===== src/rtl/img_arb_pkg.sv =====
// Shared constants and types for the image-memory arbiter.
package img_arb_pkg;

  localparam int unsigned IMG_ADDR_W = 16;
  localparam int unsigned IMG_DATA_W = 8;
  localparam int unsigned IMG_RD_LAT = 2;
  localparam int unsigned MAX_REQ    = 4;
  localparam int unsigned PORT_IDX_W = $clog2(MAX_REQ);

  typedef logic [PORT_IDX_W-1:0] port_idx_t;

  // One entry of the read-return tag pipeline.
  typedef struct packed {
    logic      valid;
    port_idx_t port;
  } rd_tag_t;

endpackage


===== src/rtl/img_mem_arb_if.sv =====
// Requester and memory-pin bundle of the image-memory arbiter.
// slave: arbiter side; master: requesters plus memory side.
interface img_mem_arb_if #(
  parameter int unsigned N_REQ  = 2,
  parameter int unsigned ADDR_W = 16,
  parameter int unsigned DATA_W = 8
);
  logic [N_REQ-1:0]        req;
  logic [N_REQ-1:0]        we;
  logic [N_REQ*ADDR_W-1:0] addr;
  logic [N_REQ*DATA_W-1:0] wdata;
  logic [N_REQ-1:0]        gnt;
  logic [N_REQ-1:0]        rvalid;
  logic [DATA_W-1:0]       rdata;
  logic                    img_rd;
  logic                    img_wr;
  logic [ADDR_W-1:0]       img_addr;
  logic [DATA_W-1:0]       img_do;
  logic [DATA_W-1:0]       img_di;

  modport slave (
    input  req, we, addr, wdata, img_di,
    output gnt, rvalid, rdata, img_rd, img_wr, img_addr, img_do
  );

  modport master (
    output req, we, addr, wdata, img_di,
    input  gnt, rvalid, rdata, img_rd, img_wr, img_addr, img_do
  );
endinterface


===== src/rtl/rr_pick.sv =====
// Combinational one-hot grant picker: round-robin after last_i, or lowest index
// first when IMG_ARB_FIXED_PRIO_EN is defined.
module rr_pick
  import img_arb_pkg::*;
#(
  parameter int unsigned N_REQ = 2
) (
  input  logic [N_REQ-1:0] req_i,
`ifndef IMG_ARB_FIXED_PRIO_EN
  input  port_idx_t        last_i,
`endif
  output logic [N_REQ-1:0] gnt_o
);

`ifdef IMG_ARB_FIXED_PRIO_EN
  // Isolate the lowest set bit.
  always_comb begin
    gnt_o = req_i & (~req_i + N_REQ'(1));
  end
`else
  logic found;

  always_comb begin
    gnt_o = '0;
    found = 1'b0;
    for (int unsigned off = 1; off <= N_REQ; off++) begin
      for (int unsigned k = 0; k < N_REQ; k++) begin
        if (!found && req_i[k] && (((32'(last_i) + off) % N_REQ) == k)) begin
          gnt_o[k] = 1'b1;
          found    = 1'b1;
        end
      end
    end
  end
`endif

endmodule


===== src/rtl/img_mem_arb.sv =====
// Single-port image memory arbiter: one access per cycle, registered memory
// command, 2-cycle read return. Define IMG_ARB_FIXED_PRIO_EN for fixed priority.
module img_mem_arb
  import img_arb_pkg::*;
#(
  parameter int unsigned N_REQ  = 2,
  parameter int unsigned ADDR_W = IMG_ADDR_W,
  parameter int unsigned DATA_W = IMG_DATA_W
) (
  input logic          clk,
  input logic          reset,
  img_mem_arb_if.slave bus_io
);

  logic [N_REQ-1:0]  gnt;
  logic              acc;
  port_idx_t         acc_idx;
  logic              sel_we;
  logic [ADDR_W-1:0] sel_addr;
  logic [DATA_W-1:0] sel_wdata;

  logic              img_rd_q, img_wr_q;
  logic [ADDR_W-1:0] img_addr_q;
  logic [DATA_W-1:0] img_do_q;
  rd_tag_t           tag_d;
  rd_tag_t           tag_q [IMG_RD_LAT];

`ifndef IMG_ARB_FIXED_PRIO_EN
  port_idx_t last_q, last_d;
`endif

  rr_pick #(
    .N_REQ  (N_REQ)
  ) u_pick (
    .req_i  (bus_io.req),
`ifndef IMG_ARB_FIXED_PRIO_EN
    .last_i (last_q),
`endif
    .gnt_o  (gnt)
  );

  assign acc = |(bus_io.req & gnt);

  always_comb begin
    acc_idx   = '0;
    sel_we    = 1'b0;
    sel_addr  = '0;
    sel_wdata = '0;
    for (int unsigned k = 0; k < N_REQ; k++) begin
      if (gnt[k]) begin
        acc_idx   = port_idx_t'(k);
        sel_we    = bus_io.we[k];
        sel_addr  = bus_io.addr[k*ADDR_W +: ADDR_W];
        sel_wdata = bus_io.wdata[k*DATA_W +: DATA_W];
      end
    end
    tag_d = '{valid: acc & ~sel_we, port: acc_idx};
`ifndef IMG_ARB_FIXED_PRIO_EN
    last_d = acc ? acc_idx : last_q;
`endif
  end

  // Async reset also flushes in-flight read tags, so no rvalid follows.
  always_ff @(posedge clk or negedge reset) begin
    if (!reset) begin
      img_rd_q   <= 1'b0;
      img_wr_q   <= 1'b0;
      img_addr_q <= '0;
      img_do_q   <= '0;
      for (int i = 0; i < IMG_RD_LAT; i++) tag_q[i] <= '0;
`ifndef IMG_ARB_FIXED_PRIO_EN
      last_q     <= port_idx_t'(N_REQ - 1);
`endif
    end else begin
      img_rd_q <= acc & ~sel_we;
      img_wr_q <= acc & sel_we;
      if (acc) begin
        img_addr_q <= sel_addr;
        img_do_q   <= sel_wdata;
      end
      tag_q[0] <= tag_d;
      for (int i = 1; i < IMG_RD_LAT; i++) tag_q[i] <= tag_q[i-1];
`ifndef IMG_ARB_FIXED_PRIO_EN
      last_q <= last_d;
`endif
    end
  end

  always_comb begin
    bus_io.rvalid = '0;
    for (int unsigned k = 0; k < N_REQ; k++) begin
      bus_io.rvalid[k] = tag_q[IMG_RD_LAT-1].valid &&
                         (tag_q[IMG_RD_LAT-1].port == port_idx_t'(k));
    end
  end

  assign bus_io.gnt      = gnt;
  assign bus_io.rdata    = bus_io.img_di;
  assign bus_io.img_rd   = img_rd_q;
  assign bus_io.img_wr   = img_wr_q;
  assign bus_io.img_addr = img_addr_q;
  assign bus_io.img_do   = img_do_q;

endmodule


===== src/flat_wrapper.sv =====
// flat-port wrapper written by rule: the top's interface ports become plain ports
module img_mem_arb_flat import img_arb_pkg::*;
#(
  parameter int unsigned N_REQ  = 2,
  parameter int unsigned ADDR_W = IMG_ADDR_W,
  parameter int unsigned DATA_W = IMG_DATA_W
)
  (clk, reset, bus_io_req, bus_io_we, bus_io_addr, bus_io_wdata, bus_io_img_di, bus_io_gnt, bus_io_rvalid, bus_io_rdata, bus_io_img_rd, bus_io_img_wr, bus_io_img_addr, bus_io_img_do);
  img_mem_arb_if #(.N_REQ(N_REQ), .ADDR_W(ADDR_W), .DATA_W(DATA_W)) bus_io_i ();
  input logic clk;
  input logic reset;
  input wire logic [$bits(bus_io_i.req)-1:0] bus_io_req;
  input wire logic [$bits(bus_io_i.we)-1:0] bus_io_we;
  input wire logic [$bits(bus_io_i.addr)-1:0] bus_io_addr;
  input wire logic [$bits(bus_io_i.wdata)-1:0] bus_io_wdata;
  input wire logic [$bits(bus_io_i.img_di)-1:0] bus_io_img_di;
  output wire logic [$bits(bus_io_i.gnt)-1:0] bus_io_gnt;
  output wire logic [$bits(bus_io_i.rvalid)-1:0] bus_io_rvalid;
  output wire logic [$bits(bus_io_i.rdata)-1:0] bus_io_rdata;
  output wire logic [$bits(bus_io_i.img_rd)-1:0] bus_io_img_rd;
  output wire logic [$bits(bus_io_i.img_wr)-1:0] bus_io_img_wr;
  output wire logic [$bits(bus_io_i.img_addr)-1:0] bus_io_img_addr;
  output wire logic [$bits(bus_io_i.img_do)-1:0] bus_io_img_do;
  assign bus_io_i.req = bus_io_req;
  assign bus_io_i.we = bus_io_we;
  assign bus_io_i.addr = bus_io_addr;
  assign bus_io_i.wdata = bus_io_wdata;
  assign bus_io_i.img_di = bus_io_img_di;
  assign bus_io_gnt = bus_io_i.gnt;
  assign bus_io_rvalid = bus_io_i.rvalid;
  assign bus_io_rdata = bus_io_i.rdata;
  assign bus_io_img_rd = bus_io_i.img_rd;
  assign bus_io_img_wr = bus_io_i.img_wr;
  assign bus_io_img_addr = bus_io_i.img_addr;
  assign bus_io_img_do = bus_io_i.img_do;
  img_mem_arb #(.N_REQ(N_REQ), .ADDR_W(ADDR_W), .DATA_W(DATA_W)) u_core (.clk(clk), .reset(reset), .bus_io(bus_io_i));
endmodule

===== config.mk =====
export PLATFORM = sky130hd
export DESIGN_NAME = img_mem_arb_flat
export DESIGN_NICKNAME = d
export VERILOG_FILES = /design/src/rtl/img_arb_pkg.sv /design/src/rtl/img_mem_arb_if.sv /design/src/rtl/rr_pick.sv /design/src/rtl/img_mem_arb.sv /design/src/flat_wrapper.sv
export SDC_FILE = /design/constraint.sdc
export NUM_CORES = 1
export LEC_CHECK = 0
export CORE_MARGIN = 4
export CORE_UTILIZATION = 34
export DETAILED_ROUTE_END_ITERATION = 10
export PLACE_DENSITY = 0.76
export SLEW_MARGIN = 20
export SYNTH_ARGS = -nofsm -noshare
export SYNTH_HDL_FRONTEND = slang
export SYNTH_SLANG_ARGS = --single-unit

===== constraint.sdc =====
create_clock -name clk -period 1.2 [get_ports clk]
set_input_delay 0.24 -clock clk [delete_from_list [all_inputs] [get_ports clk]]
set_output_delay 0.24 -clock clk [all_outputs]
set_load 0.02 [all_outputs]

==> metrics.md <==
| Metric | Value |
|---|---|
| Status | `finished, violations left` |
| Failing checks | `negative setup slack` |
| CTS sink cnt | `30` |
| Row Count | `25` |
| Initial Utilization | `35.7%` |
| Cells after Synth | `161` |
| Post-Syn Area | `1710 µm²` |
| CTS Buffer Depth | `2` |
| Crit-path max FO | `3` |
| Final hold vios | `0` |
| Post-DP HPWL | `3.16 mm` |
| Max H-tree Level | `2` |
| RD Place Congestion | `0.759` |
| Peak supply drop | `0.584 mV` |
| EDFF count, synth | `0` |
| Setup TNS | `-3880 ps` |
| Die area | `6230 µm²` |
| Buffers and inverters on the worst path | `2` |
| Critical path type | `flop to primary output` |
| Post-Syn Area per Cell | `10.6 µm²` |
| Placed Instances | `295` |
| Synth Area in Adders | `0%` |
| Die height | `78.9 µm` |
| Worst skew pair latency | `280 ps` |
| Fin crit period | `1410 ps` |
| Die X | `78.9 µm` |
| Initial antenna violation count | `0` |
| Synth Area in Simple Gates | `14.1%` |
| # port buffers | `83` |
| Maxcap violations | `0` |
| Worst Path Arrival | `1170 ps` |
| # IOs | `100` |
| Most used DFF post-synth | `dfrtp_1` |
| Core Region | `4790 µm²` |
| Max Clock Freq | `0.709 GHz` |
| Post-route ant nets | `0` |
| Largest net degree at the start of global routing | `49` |
| Place WS | `-409 ps` |
| Inserted Diodes | `0` |
| Period utilisation layout | `117%` |
| Delay-heaviest family, CP | `flip-flops` |
| Total gr overflow | `0` |
| 1st-pass router iterations | `4` |
| Delay of the slowest critical-path stage | `540 ps` |
| Synth Register Bits | `30` |
| Worst path cell trace | `nand2b_4 > nand2_4 > inv_2 > buf_6` |
| PD cells | `1210 nW/µm²` |
| Fillers | `459` |
| Worst slew pin tran | `568 ps` |
| Final Setup Violations | `26` |
| Detailed-route DRC error count | `0` |
| DRT iter0 DRCs | `77` |
| Final std cells w/o fill | `305` |
| Final Cell Area | `2610 µm²` |
| Global-route wire length before repair | `7.53 mm` |
| Async S/R FF share, synth | `100%` |
| Relative slew slack | `62.1%` |
| Hold Path Class | `primary input to flop` |
| Vias per std cell | `5.08` |
| Dpl cell area | `2500 µm²` |
| Number of buffers created by CTS | `5` |
| Root buffer cell | `clkbuf_8` |
| Mux cell area share after synthesis | `14.1%` |
| CTS tree | `yes` |
| Vias | `1,548` |
| Clock transition at path regs | `70 ps` |
| Sequential fraction of the synthesis area | `44.0%` |
| Slew Limit Fails | `0` |
| RSZ-0062 raised after global routing | `yes` |
| Total track usage | `15.1%` |
| Area grow syn2layout | `52.6%` |
| CP max stage cell | `dfstp_2` |
| Final nets | `299` |
| Hold_buf cts | `0` |
| XOR/XNOR Fraction of Synth Area | `0%` |
| Startpoint types | `flop` |
| Main combinational cell family by area after synthesis | `compound AO/OA/AOI/OAI gates` |
| Synth Area in Compound Gates | `17.3%` |
| Ratio of cells with drive above 1 in the final layout | `22.7%` |
| Routed wire length per instance | `15.1 µm` |
| CP Capture Type | `primary output` |
| Synth Warn # | `0` |
| Final WS setup | `-210 ps` |
| WL final | `4.61 mm` |
| Clock skew | `7.05 ps` |
| Yosys cell types | `19` |
| Syn Nets | `223` |
| Static leakage | `1.22 nW` |
| Req. time, crit path | `960 ps` |
| Total Power | `3.16 mW` |
| Vias in the first global route | `1,593` |
-- registers in the layout, summed over array words and instances (netlist names) --
register,cells
u_core.bus_io.img_wr,1
u_core.bus_io.img_addr,16
u_core.bus_io.img_rd,1
u_core.last_q,1
u_core.tag_q,3
u_core.bus_io.img_do,8
-- path summary, 6_finish.rpt --
check,from,endpoint,slack (ps),depth (start not counted)
worst min-delay path,bus_io_req[0],u_core.bus_io.img_rd,290,3
min in group asynchronous,reset,u_core.bus_io.img_addr[9],320,2
worst min register to register,u_core.tag_q[3],u_core.tag_q[0],360,0
worst max register to register,u_core.last_q[0],u_core.bus_io.img_addr[2],-170,4
max in group asynchronous,reset,u_core.last_q[0],630,2
worst max-delay path,u_core.last_q[0],bus_io_gnt[0],-210,4
-- worst reg2reg max path, delay by kind of cell (launching register included) --
kind	cells	cell delay, ps
compound gates	2	230
buf+inv	1	260
flops	1	540
simple gates	1	210
-- cell usage after synthesis (2+ instances only) --
master    number  area (µm²)
a31oi_1       24         150
and3b_1       24         210
buf_2          5        25.0
buf_4         10        75.1
buf_6          5        56.3
clkbuf_1       4        15.0
dfrtp_1       29         726
mux2i_1       24         240
nand2b_1       2        12.5
o21ai_0        6        30.0
o21ai_1       20         100
-- final cells by class --
cell class	count	area, µm²	share of cell area [%]
Multi-Input combinational cell	105	793	30.4
Timing Repair Buffer	93	862	33.0
Inverter	2	7.51	0.288
Sequential cell	30	752	28.8
Clock buffer	8	110	4.22
Tap cell	67	83.8	3.21
-- layout by cell type (no fill, tap or decap) --
cell type,n
clkdlybuf4s50_1,51
dfrtp_1,29
mux2i_1,24
and3b_1,24
a31oi_1,24
o21ai_1,20
clkdlybuf4s15_2,13
buf_4,11
clkbuf_2,10
clkbuf_8,8
o21ai_0,6
buf_2,4
buf_6,2
nand2b_4,1
nand2_4,1
inv_2,1
a21boi_0,1
nand2b_1,1
a22o_1,1
nor2b_1,1
and2_4,1
inv_1,1
clkdlybuf4s15_1,1
buf_12,1
dfstp_2,1
-- metal layers --
layer	wire [µm]	GRT usage, %	vias up	part of all wire (%)
met4	44	5.33	0	0.96
li1	-	-	740	-
met5	0	0	-	0
met1	2030	18.9	733	44
met3	333	4.08	7	7.2
met2	2200	25.2	68	48
-- cell families (layout without fill, tap and decap cells) --
logic type	count (synthesis)	in the layout
DFF	30	30
AOI/OAI and AO/OA	52	52
and+or+nand+nor	29	29
muxes	24	24
buffers and inverters	26	103
-- stage by stage --
stage	hold WS, ps	utilization (%)
after global routing	302	54.5
after detailed placement	350	52.3
after global placement	333	52.3
final	295	54.5
after floorplan	-55.6	-
after CTS	271	55.4
-- repair_timing --
| item | CTS | global route |
|---|---|---|
| setup buffers | 2 | 0 |
| gates resized for setup | 90 | 18 |
| pin swaps | 1 | 1 |
| setup endpoints to repair | 55 | 41 |
-- report_power, final --
part | total [mW] | leakage (nW) | internal, mW | switching (mW)
Combinational | 1.00 | 0.806 | 0.507 | 0.496
Sequential | 1.22 | 0.356 | 1.15 | 0.0697
Clock | 0.943 | 0.0575 | 0.578 | 0.365
Total | 3.16 | 1.22 | 2.23 | 0.930
Power figures use the tool's default switching activity.
